### src/rtl/brent_kung_adder16.sv
// -----------------------------------------------------------------------------
// brent_kung_adder16
//   Registered adder with a Brent-Kung parallel-prefix carry tree.
//   Computes {Cout,S} <= A + B + Cin on every rising clk edge.
//   The carry tree is combinational. The 17-bit result sits in one output
//   register, so latency is one cycle.
//
// Ports
//   clk    in   1      clock, rising edge active
//   rst_n  in   1      asynchronous reset, active-low (clears S and Cout)
//   A      in   WIDTH  operand A, unsigned
//   B      in   WIDTH  operand B, unsigned
//   Cin    in   1      carry into bit 0
//   S      out  WIDTH  registered sum bits
//   Cout   out  1      registered carry-out (sum bit WIDTH)
// -----------------------------------------------------------------------------

// One prefix node: (G,P) o (G',P') = (G | P&G', P&P').
// The "hi" pair covers the more significant span.
module bk_prefix_cell (
  input  logic g_hi,
  input  logic p_hi,
  input  logic g_lo,
  input  logic p_lo,
  output logic g_out,
  output logic p_out
);
  assign g_out = g_hi | (p_hi & g_lo);
  assign p_out = p_hi & p_lo;
endmodule

module brent_kung_adder16 #(
  parameter int WIDTH = 16
) (
  input  logic             clk,
  input  logic             rst_n,
  input  logic [WIDTH-1:0] A,
  input  logic [WIDTH-1:0] B,
  input  logic             Cin,
  output logic [WIDTH-1:0] S,
  output logic             Cout
);

  localparam int LOG  = $clog2(WIDTH);
  // Level 0 holds the bit-level signals.
  // Levels 1..LOG form the up-sweep.
  // Levels LOG+1..2*LOG-1 form the down-sweep.
  localparam int NLVL = 2 * LOG;

  logic [WIDTH-1:0] g_bit;
  logic [WIDTH-1:0] p_bit;
  logic [WIDTH:0]   carry;
  logic [WIDTH-1:0] sum_d, sum_q;
  logic             cout_d, cout_q;
  logic             unused_p;

  assign g_bit = A & B;
  assign p_bit = A ^ B;

  for (genvar l = 0; l < NLVL; l++) begin : g_lvl
    logic [WIDTH-1:0] gg;
    logic [WIDTH-1:0] pp;

    if (l == 0) begin : g_base
      // Fold Cin into bit 0, so every group generate ending at bit 0
      // already includes the incoming carry.
      assign gg = {g_bit[WIDTH-1:1], g_bit[0] | (p_bit[0] & Cin)};
      assign pp = p_bit;
    end else begin : g_tree
      localparam int UP = (l <= LOG) ? 1 : 0;
      // Span distance for this level.
      // Up-sweep: doubles each level.
      // Down-sweep: halves back toward 1.
      localparam int D  = (UP == 1) ? (1 << (l - 1)) : (1 << (2 * LOG - 1 - l));

      for (genvar i = 0; i < WIDTH; i++) begin : g_bit_node
        // Up-sweep nodes sit at indices 2D-1 mod 2D.
        // Down-sweep nodes sit at indices D-1 mod 2D that are not yet
        // complete (i >= 2D). Each of them picks up the finished prefix
        // just below its own span.
        localparam bit COMBINE = (UP == 1) ? (((i + 1) % (2 * D)) == 0)
                                           : ((((i + 1) % (2 * D)) == D) && (i >= 2 * D));
        if (COMBINE) begin : g_cell
          bk_prefix_cell u_cell (
            .g_hi  (g_lvl[l-1].gg[i]),
            .p_hi  (g_lvl[l-1].pp[i]),
            .g_lo  (g_lvl[l-1].gg[i-D]),
            .p_lo  (g_lvl[l-1].pp[i-D]),
            .g_out (gg[i]),
            .p_out (pp[i])
          );
        end else begin : g_pass
          assign gg[i] = g_lvl[l-1].gg[i];
          assign pp[i] = g_lvl[l-1].pp[i];
        end
      end
    end
  end

  // After the last level, gg[i] is G[i:0] with Cin included, which is c[i+1].
  assign carry = {g_lvl[NLVL-1].gg, Cin};

  // Group propagates of the finished prefixes are never needed.
  assign unused_p = ^g_lvl[NLVL-1].pp;

  always_comb begin
    sum_d  = p_bit ^ carry[WIDTH-1:0];
    cout_d = carry[WIDTH];
  end

  always_ff @(posedge clk or negedge rst_n) begin
    if (!rst_n) begin
      sum_q  <= '0;
      cout_q <= 1'b0;
    end else begin
      sum_q  <= sum_d;
      cout_q <= cout_d;
    end
  end

  assign S    = sum_q;
  assign Cout = cout_q;

endmodule

### config.mk
export PLATFORM = sky130hd
export DESIGN_NAME = brent_kung_adder16
export DESIGN_NICKNAME = d
export VERILOG_FILES = /design/src/rtl/brent_kung_adder16.sv
export SDC_FILE = /design/constraint.sdc
export NUM_CORES = 1
export LEC_CHECK = 0
export ABC_AREA = 1
export BUFFER_PORTS_ARGS = -buffer_cell sky130_fd_sc_hd__buf_2
export CAP_MARGIN = 20
export CORE_ASPECT_RATIO = 0.75
export CORE_MARGIN = 3
export CORE_UTILIZATION = 31
export CTS_CLUSTER_DIAMETER = 60
export DETAILED_ROUTE_END_ITERATION = 10
export HOLD_SLACK_MARGIN = 0.05
export MAX_ROUTING_LAYER = met4
export PLACE_DENSITY = 0.68
export REMOVE_ABC_BUFFERS = 1
export SLEW_MARGIN = 20
export SYNTH_ARGS = -nofsm -noshare
export SYNTH_HDL_FRONTEND = slang
export SYNTH_SLANG_ARGS = --single-unit
### constraint.sdc
create_clock -name clk -period 0.8 [get_ports clk]
set_input_delay 0.12 -clock clk [delete_from_list [all_inputs] [get_ports clk]]
set_output_delay 0.12 -clock clk [all_outputs]
set_load 0.01 [all_outputs]
After elaboration in Yosys (flattened, before gate mapping)
Cells that the tools add are included.
- register bits after elaboration: 17
- logic and storage cells: 70
- output and inout port bits: 17
- input port bits: 35
- bitwise gates (word level): 68
- operator list (cell ; count):
    $and 1x1->1 ; 38
    $xor 16x16->16 ; 2
    $or 1x1->1 ; 27
    $and 16x16->16 ; 1

Depth between registers and ports, before layout
- depth after elaboration: 16
- depth in mapped cells: 14
- mapped depth without buffers: 14

Hierarchy
A second synthesis with hierarchy kept.
- cell total of the unflattened synthesis: 239
- area, all modules: 1415.1 um^2
- by module, submodules not included (module ; cells an instance ; instances ; sequential area each (um^2) ; area each (um^2)):
    brent_kung_adder16 ; 109 ; 1 ; 425.4 ; 927.1
    bk_prefix_cell ; 5 ; 26 ; 0.0 ; 18.8

Worst setup path after synthesis
Ideal clock, no wire load.
- path type: in2reg
- start: input A[0]
- end: register sum_q[15], in the netlist S[15]
- slack: -1100 ps
- stages: 14
- arrival time: 1776 ps
- required time: 676 ps
- setup time: 124 ps
- buffers on the path: 0
- cells stage by stage: inv_1 > fa_1 > inv_1 > fa_1 > nand2_1 > nand2_1 > nand3_2 > nand2_2 > nand2_2 > nand2_4 > nand2_1 > nand2_1 > fa_1 > xor2_1
- word-level cells in the longest chain between the ends: 16
- elaborated cells on any way between the ends: 17
- classes of those cells: bitwise: 17
- RTL lines (what ; line ; RTL):
    start: declaration ; 37 ; input logic [WIDTH-1:0] A,
    $xor 16x16->16 ; 58 ; assign p_bit = A ^ B;
    $and 1x1->1 ; 67 ; assign gg = {g_bit[WIDTH-1:1], g_bit[0] | (p_bit[0] & Cin)};
    $or 1x1->1 * ; 67 ;
    $and 1x1->1 * ; 28 ; assign g_out = g_hi | (p_hi & g_lo);
    $or 1x1->1 * ; 28 ;
    $and 1x1->1 * ; 28 ;
    $or 1x1->1 * ; 28 ;
    $and 1x1->1 * ; 28 ;
    $or 1x1->1 * ; 28 ;
    $and 1x1->1 * ; 28 ;
    $or 1x1->1 * ; 28 ;
    $and 1x1->1 * ; 28 ;
    $or 1x1->1 * ; 28 ;
    $and 1x1->1 * ; 28 ;
    $or 1x1->1 * ; 28 ;
    $xor 16x16->16 * ; 107 ; sum_d = p_bit ^ carry[WIDTH-1:0];
    named net sum_d[15] ; 53 ; logic [WIDTH-1:0] sum_d, sum_q;
    end signal: assignment ; 116 ; sum_q <= sum_d;
    end: declaration ; 53 ;
The timed path passes the listed nets; every way through them passes the cells marked *.

Worst setup path in the final report
- start: input Cin
- end: register sum_q[6], in the netlist S[6]
- word-level cells in the longest chain between the ends: 9
- RTL lines (what ; line ; RTL):
    start: declaration ; 39 ; input logic Cin,
    $and 1x1->1 ; 67 ;
    $or 1x1->1 ; 67 ;
    $and 1x1->1 ; 28 ;
    $or 1x1->1 ; 28 ;
    $and 1x1->1 ; 28 ;
    $or 1x1->1 ; 28 ;
    $and 1x1->1 ; 28 ;
    $or 1x1->1 ; 28 ;
    $xor 16x16->16 ; 107 ;
    named net sum_d[6] ; 53 ;
The timed path passes the listed nets, and every way through them passes these cells.

==> impl_metrics.toml <==
[cells_and_area]
synthToLayoutAreaGrowth_pct = 58.0
drive_gt1_frac = 0.612
nFillCells = 281
antenna_cells = 0
layout.nets = 242
final_area_um2 = 1760

[timing]
setup_viol = 33
fmax_ghz = 0.590
fin_tns_setup_ns = -13.14
worst_slew_pin_slew_ns = 0.381
hold_viol_final = 0
finalWorstSetupSlack_ns = -0.896
rsz0062_at_grt = "yes"
slew_headroom = 0.746
min_period_ns = 1.70
maxSlewViolCount = 0
fin_crit_sh = 2.12

[critical_path]
critPathMaxFanout = 2
worst_setup_path_start_kind = "primary input"
slowest_stage = "fa_2"
max_stage_delay_ns = 0.52
crit_arrival_ns = 1.84
critPathKind = "in2reg"
cp-end-kind = "flop"
cp_cell_sequence = "buf_6 > inv_4 > fa_2 > inv_2 > fa_2 > nand2_2 > nand2_2 > and2_4 > a31o_1 > inv_1 > fa_2 > inv_2"
required_ns = 0.94
cpMostUsedCell = "fa_2"

[power_and_ir_drop]
seqPwrFrac = 0.384
p_total_w = 0.00281
p_sw_w = 0.000833
p_clk_frac = 0.222
pwr_density_cell_nw_per_um2 = 1600
p_int_w = 0.00198
comb_power_share = 0.394
irDropWorstVdd_mv = 0.655
switching_share = 0.297
leakage_nw = 0.946

[die]
die_x_um = 75.2
start_util = 0.332
ioPinCount = 52
coreArea_um2 = 3360
std_cell_rows = 18
die_h_um = 57.9
die-area_um2 = 4350

[global_routing]
antenna_found_initial = 0
grt_use_total = 0.122
grt_pass1_vias = 992
gr-total-overflow = 0
grt_pass1_wl_um = 3970
grt_max_degree = 18

[routing]
drc_errors = 0
drtAntennaViolNets = 0
avgViaCountPerCell = 4.29
drt_iter0_drc = 14
wl_um = 2440
dr.pass1.iters = 4
vias = 956
routedWlPerCell_um = 11.0

[clocking]
cts_made_buffers = 3
clkTransAtPathRegs_ns = 0.06
clockBufferDepth = 2
cts_tree = "yes"
cts-htree-levels = 1
cts_root_buf = "clkbuf_8"
clock_sinks = 17

[placed_design]
io_buffers = 51
routabilityCongestion = 0.785
dpl-instance-area_um2 = 1570
place_hpwl_um = 2040
dp_slack_ns = -1.34

[run]
drv_cap = 0

[synthesis]
synth.distinct_cells = 22
synth_edf_count = 0
ys_warn_count = 0
syn_area_um2 = 1110
synth.avg_cell_area_um2 = 11.0
synth_top_cell_by_area = "dfrtp_1"
syn-instance-count = 101
yosysSeqAreaShare = 0.382
synth_top_cell_area_share = 0.382
postSynth.topFlopCell = "dfrtp_1"
synth_area_leaders = "dfrtp_1 38%, fa_1 16%, ha_1 16%"
ys_ff_latch = 17
async_flop_share = 1.00
netlist_top_cells_count = "17 x dfrtp_1, 17 x inv_1, 14 x ha_1, 14 x nand2_1, 9 x fa_1"

[outcome]
status = "finished with violations"
violations = "negative setup slack"

[hold_path]
min_path_type = "in2reg"
[worst max-delay path, delay by kind of cell]
kind | cells | cell delay, ns
AOI/OAI and AO/OA | 1 | 0.12
adders and majority gates | 3 | 1.08
buffers and inverters | 5 | 0.24
and+or+nand+nor | 3 | 0.27
[power groups by stage]
stage	clock (W)	combinational, W	sequential, W
after floorplan	0	0.000366	0.00119
after global placement	0	0.000934	0.00109
after detailed placement	0	0.000969	0.00109
after CTS	0.000643	0.00109	0.00107
after global routing	0.000677	0.00124	0.00110
final	0.000624	0.00111	0.00108
[flip-flops by register name, summed over array words and instances (netlist names)]
name	count
Cout	1
S	16
[cells by family after synthesis]
kind of cell,Yosys count,share of synthesized area
adder cells (fa/ha/maj),23,0.319
flip-flops,17,0.382
AO/OA/AOI/OAI,8,0.0539
XOR/XNOR,7,0.0551
buffers and inverters,18,0.0607
AND/OR/NAND/NOR,28,0.129
[final timing paths]
check	depth (start not counted)	from	endpoint
max	12	Cin	S[6]
min	2	B[1]	S[1]
max in group asynchronous	2	rst_n	S[7]
min in group asynchronous	2	rst_n	S[10]
[timing repair]
action,4_1_cts,5_1_grt
pin swaps,13,10
endpoints found under the setup margin,33,33
gates resized for setup,28,8
endpoints found under the hold margin,17,0
hold buffers,1,0
buffers inserted,6,3
[metrics by stage]
stage               cells  hold WS (ns)   util
finish                223         0.197  0.524
detailed placement    212        0.0640  0.468
CTS                   223         0.185  0.520
global placement      212        0.0549  0.468
floorplan             101        -0.176      -
global route          223         0.203  0.524
[layout make-up]
cell class,instances,area [um2],area share
multi-input combinational,66,653,0.371
timing repair buffer,78,510,0.290
sequential,17,425,0.242
inverter,18,75.1,0.0427
tap,40,50.0,0.0284
clock buffer,4,45.0,0.0256
[metal layers]
layer	GRT usage	vias to the layer above	wire length, um
li1	-	477	-
met1	0.140	440	1020
met2	0.211	35	1180
met3	0.0260	4	214
met4	0.0374	0	23
met5	-	-	0
[cells in the final DEF (no fill, tap or decap)]
| master | Yosys | final |
|---|---|---|
| inv_4 | 0 | 3 |
| nand2_1 | 14 | 9 |
| a31o_1 | 1 | 1 |
| fa_2 | 0 | 8 |
| inv_2 | 0 | 4 |
| xnor2_1 | 2 | 2 |
| a21oi_1 | 3 | 3 |
| a211oi_1 | 1 | 1 |
| a21oi_2 | 1 | 1 |
| or2_4 | 1 | 1 |
| buf_6 | 0 | 10 |
| ha_1 | 14 | 14 |
| and2_4 | 1 | 1 |
| xor2_1 | 5 | 5 |
| nor2_2 | 1 | 1 |
| buf_2 | 0 | 46 |
| nand2_2 | 4 | 9 |
| nand2_4 | 1 | 1 |
| dfrtp_1 | 17 | 17 |
| nor2_1 | 4 | 4 |
| or2_1 | 1 | 1 |
| clkbuf_1 | 0 | 1 |
| inv_1 | 17 | 10 |
| a21o_2 | 1 | 1 |
| fa_1 | 9 | 1 |
| buf_4 | 0 | 21 |
| nand3_2 | 1 | 1 |
| clkbuf_8 | 0 | 3 |
| a21boi_2 | 1 | 1 |
| clkinv_1 | 1 | 1 |
| dlygate4sd3_1 | 0 | 1 |
No activity file was read; power rests on OpenSTA's default activity.
